`src/rtl/encoder_arb_nw.sv`:
```
// encoder_arb_nw: registered N-wide priority encoder with an optional
// round-robin pointer. The output is held under a valid/ready handshake.
// While the consumer stalls, y and multi are frozen. A new winner is
// loaded only when the output slot is empty or is being accepted.
module encoder_arb_nw #(
    parameter int N    = 8,
    parameter int MODE = 0
) (
    input  logic                 clk,
    input  logic                 rst,
    input  logic [N-1:0]         req,
    output logic [$clog2(N)-1:0] y,
    output logic                 v,
    output logic                 multi,
    input  logic                 rdy
);

    localparam int W = $clog2(N);

    typedef enum logic {
        IDLE = 1'b0,
        HOLD = 1'b1
    } state_t;

    state_t         state_q, state_d;
    logic [W-1:0]   y_q, y_d;
    logic           multi_q, multi_d;
    logic [W-1:0]   ptr_q, ptr_d;
    logic [W-1:0]   win;
    logic           any_req;
    logic           load;
    logic           accept;

    assign any_req = |req;
    assign accept  = (state_q == HOLD) && rdy;
    assign load    = (state_q == IDLE) || rdy;

    // Rotation pointer. It advances past the grant being accepted on this
    // edge and wraps from N-1 to 0. Fixed-priority mode keeps it at 0.
    always_comb begin
        ptr_d = ptr_q;
        if (MODE == 1 && accept) begin
            ptr_d = (y_q == W'(N - 1)) ? '0 : y_q + 1'b1;
        end
    end

    // Winner search from the already-updated pointer. This lets a grant
    // accepted and a reload on the same edge rotate correctly.
    always_comb begin
        int   idx;
        logic found;
        win   = '0;
        found = 1'b0;
        idx   = 0;
        for (int i = 0; i < N; i++) begin
            idx = int'(ptr_d) + i;
            if (idx >= N) begin
                idx = idx - N;
            end
            if (!found && req[idx[W-1:0]]) begin
                win   = idx[W-1:0];
                found = 1'b1;
            end
        end
    end

    // Next-state and output-register logic. The slot reloads when empty
    // or being accepted, and holds otherwise.
    always_comb begin
        state_d = state_q;
        y_d     = y_q;
        multi_d = multi_q;
        if (load) begin
            if (any_req) begin
                state_d = HOLD;
                y_d     = win;
                multi_d = ($countones(req) > 1);
            end else begin
                state_d = IDLE;
                y_d     = '0;
                multi_d = 1'b0;
            end
        end
    end

    // State, output and pointer registers with asynchronous reset.
    always_ff @(posedge clk or posedge rst) begin
        if (rst) begin
            state_q <= IDLE;
            y_q     <= '0;
            multi_q <= 1'b0;
            ptr_q   <= '0;
        end else begin
            state_q <= state_d;
            y_q     <= y_d;
            multi_q <= multi_d;
            ptr_q   <= ptr_d;
        end
    end

    assign y     = y_q;
    assign v     = (state_q == HOLD);
    assign multi = multi_q;

endmodule
```
`config.mk`:
```
export PLATFORM = sky130hd
export DESIGN_NAME = encoder_arb_nw
export DESIGN_NICKNAME = d
export VERILOG_FILES = /design/src/rtl/encoder_arb_nw.sv
export SDC_FILE = /design/constraint.sdc
export NUM_CORES = 1
export LEC_CHECK = 0
export BUFFER_PORTS_ARGS = -buffer_cell sky130_fd_sc_hd__buf_2
export CORE_MARGIN = 2
export CORE_UTILIZATION = 30
export CTS_CLUSTER_SIZE = 20
export DETAILED_ROUTE_END_ITERATION = 12
export PLACE_DENSITY_LB_ADDON = 0.25
export SYNTH_ARGS = -nofsm -noshare
export SYNTH_HDL_FRONTEND = slang
export SYNTH_SLANG_ARGS = --single-unit
```
`constraint.sdc`:
```
create_clock -name clk -period 1.11 [get_ports clk]
set_input_delay 0.222 -clock clk [delete_from_list [all_inputs] [get_ports clk]]
set_output_delay 0.222 -clock clk [all_outputs]
set_load 0.05 [all_outputs]
```
==> summary.txt <==
Timing
  – Worst setup margin: -1.85 ns
  – Clock skew: 0.00548 ns
  – Total negative slack: -1.85 ns
  – Slew headroom: 0.836
  – Worst-margin pin slew: 0.248 ns
  – Hold Slack: 0.313 ns
  – Hold Fails Final Rpt: 0
  – Setup-failing EPs final: 1
  – Pins Over Slew Limit: 0
  – Min Tclk post-route: 2.96 ns
  – RSZ-0062 raised after global routing: true
  – Share of the clock period used by the worst path: 2.67
  – Peak Freq: ~340 MHz

Detailed routing
  – WL final: 1050 um
  – First drt pass iteration count: 4
  – Detail Route Antenna Nets: 0
  – Residual DRC count: 0
  – Via density: 4.53
  – Routed vias: 462
  – Iter 0 DRT Violations: 5
  – Post-DR wirelength/cell: 10.3 um

GRT
  – Overflow after GRT: 0
  – Met3 Use GR: 0.0122
  – Met2 Use GR: 0.241
  – Largest net degree at the start of global routing: 8
  – GRT Overall Usage: 0.134
  – Grt peak-use layer: met2
  – Vias in the first global route: 499
  – Global-route wire length before repair: 1930 um
  – Initial antenna violation count: 0
  – Met1 GRT Util: 0.147

Floorplanning
  – Die area: roughly 2000 um^2
  – Rows: 14
  – Die H: 44.6 um
  – Die X: roughly 45 um
  – Core ar.: 1520 um^2
  – Ports: 16
  – Initial Utilization: 0.325

Power
  – Pwr/cell area: between 1000 and 1500 nW/um^2
  – Lkg Pwr: approximately 0.41 nW
  – Clock share of power: 0.247
  – Switching pwr: roughly 0.32 mW
  – Gate power share: 0.506
  – Reg power frac: 0.247
  – Switching share of power: 0.370
  – Worst VDD drop: 375 uV
  – Pint: 0.542 mW

Worst setup path
  – Crit-path max FO: 2
  – Kind of critical path: input port to flop
  – Crit. Startpoint: req[0]
  – Req. time, crit path: ~1.2 ns
  – RR Startpoint: v$_DFFE_PP0P_
  – Worst Path Arrival: just over 3 ns
  – Critical Path Start Type: input port
  – Kind of end point of the critical path: flop

Logic synthesis
  – Syn Inst Count: 55
  – Syn nets: 75
  – Distinct cells, synth: 20
  – Register area share after synthesis: 0.253
  – Flop and latch count out of synthesis: 5
  – Synth warn: 0
  – Synthesized area: 495 um^2
  – Post-synthesis area per instance: 9.01 um^2

Clock tree
  – Root Buffer: clkbuf_4
  – Num CTS Buffers: 3
  – CTS tree: yes
  – Clock latency on the worst-skew pair: about 0.24 ns
  – Clock slew at reported path FFs: 0.04 ns
  – H-tree depth: 1
  – Clock Tree Buf Depth: 2
  – CTS sink count: 5

Layout
  – Layout cells sized above 1: 0.442
  – Non-Filler Instances: just over 100
  – Commonest non-fill, non-tap cell in the layout: inv_1
  – Final nets: 107
  – Most frequent cells in the layout: 13 x inv_1, 12 x buf_2, 12 x buf_4
  – P&R area growth vs syn: 54.0%
  – Antenna diode count: 0

Min path
  – Worst hold path type: input port to flop
  – HP Start: rdy

Place
  – IO buf count: 15
  – HPWL after DPL: approximately 890 um
  – Placed Cells: 98
  – Post-Place Worst Slack: -2.19 ns
  – GPL Wtd Cong: 0.722

Outcome
  – Outcome: finished, violations left
  – Failing checks: negative setup slack

Flow run
  – Max_cap viols: 0
worst max-delay path, cell delays in order:
cell and delay, ns:
buf_6 0.10, fa_1 0.53, inv_1 0.05, fa_1 0.50
fa_1 0.41, inv_1 0.07, ha_2 0.18, inv_2 0.04
fa_2 0.53, nor4bb_4 0.18, a2bb2oi_1 0.10, a22o_1 0.18
path summary, 6_finish.rpt:
kind	end	slack (ns)	cells past startpoint
max reg2reg	y[0]$_DFFE_PP0P_	0.10	3
min	y[2]$_DFFE_PP0P_	0.31	4
max	multi$_DFFE_PP0P_	-1.85	12
min reg2reg	y[1]$_DFFE_PP0P_	0.47	2
min in group asynchronous	y[0]$_DFFE_PP0P_	0.41	3
max in group asynchronous	v$_DFFE_PP0P_	0.51	3
power by group through the flow:
| stage | combinational [mW] | clock, mW | sequential [mW] |
|---|---|---|---|
| final | 0.435 | 0.213 | 0.212 |
| after global routing | 0.486 | 0.236 | 0.215 |
| after CTS | 0.393 | 0.225 | 0.213 |
| after detailed placement | 0.383 | 0 | 0.215 |
| after global placement | 0.369 | 0 | 0.214 |
| after floorplan | 0.180 | 0 | 0.283 |
final cells by class:
class / instances / area, um^2
fill: 154 / 761
clock buffer: 4 / 26.3
sequential: 5 / 126
tap: 16 / 20.0
multi-input combinational: 35 / 344
timing repair buffer: 28 / 194
inverter: 14 / 52.6
state kept, by name (all words and copies together) (netlist names):
signal / cells
y: 3
multi: 1
v: 1
metal layers:
metal | vias up | part of all wire
met4 | 0 | 0
met2 | 8 | 0.53
met5 | - | 0
li1 | 241 | -
met1 | 213 | 0.43
met3 | 0 | 0.041
Yosys cell counts:
master,n,share of area
a2bb2oi_1,1,0.018
ha_1,5,0.13
inv_1,14,0.11
clkbuf_1,1,0.0076
fa_1,4,0.16
dfrtp_1,5,0.25
a22o_1,2,0.035
o22ai_1,1,0.013
o31a_1,1,0.018
a31oi_1,1,0.013
nor2b_1,2,0.025
nor2_1,3,0.023
nor4_4,1,0.043
a41oi_1,1,0.018
nor4bb_1,1,0.020
nand4_1,1,0.013
o21ai_0,1,0.010
nand2b_1,3,0.038
nand2_1,6,0.045
o31ai_1,1,0.015
timing repair:
item | CTS | global route
gates resized for setup | 8 | 6
hold buffers | 1 | 0
endpoints found under the setup margin | 3 | 4
endpoints found under the hold margin | 5 | 0
pin swaps | 2 | 0
buffers inserted | 0 | 0
cloned | 0 | 0
metrics by stage:
step                total power, mW  cell area [um^2]   util
finish                        0.859               763  0.501
global route                  0.938               763  0.501
CTS                           0.830               747  0.490
detailed placement            0.598               686  0.450
global placement              0.583               686  0.450
floorplan                     0.463               498      -
logic make-up after synthesis:
| logic type | after synthesis | synth area share |
|---|---|---|
| AND/OR/NAND/NOR | 17 | 0.207 |
| buffers and inverters | 15 | 0.114 |
| AO/OA/AOI/OAI | 9 | 0.139 |
| adder cells (fa/ha/maj) | 9 | 0.288 |
| flip-flops | 5 | 0.253 |
(Power assumes the default switching activity.)
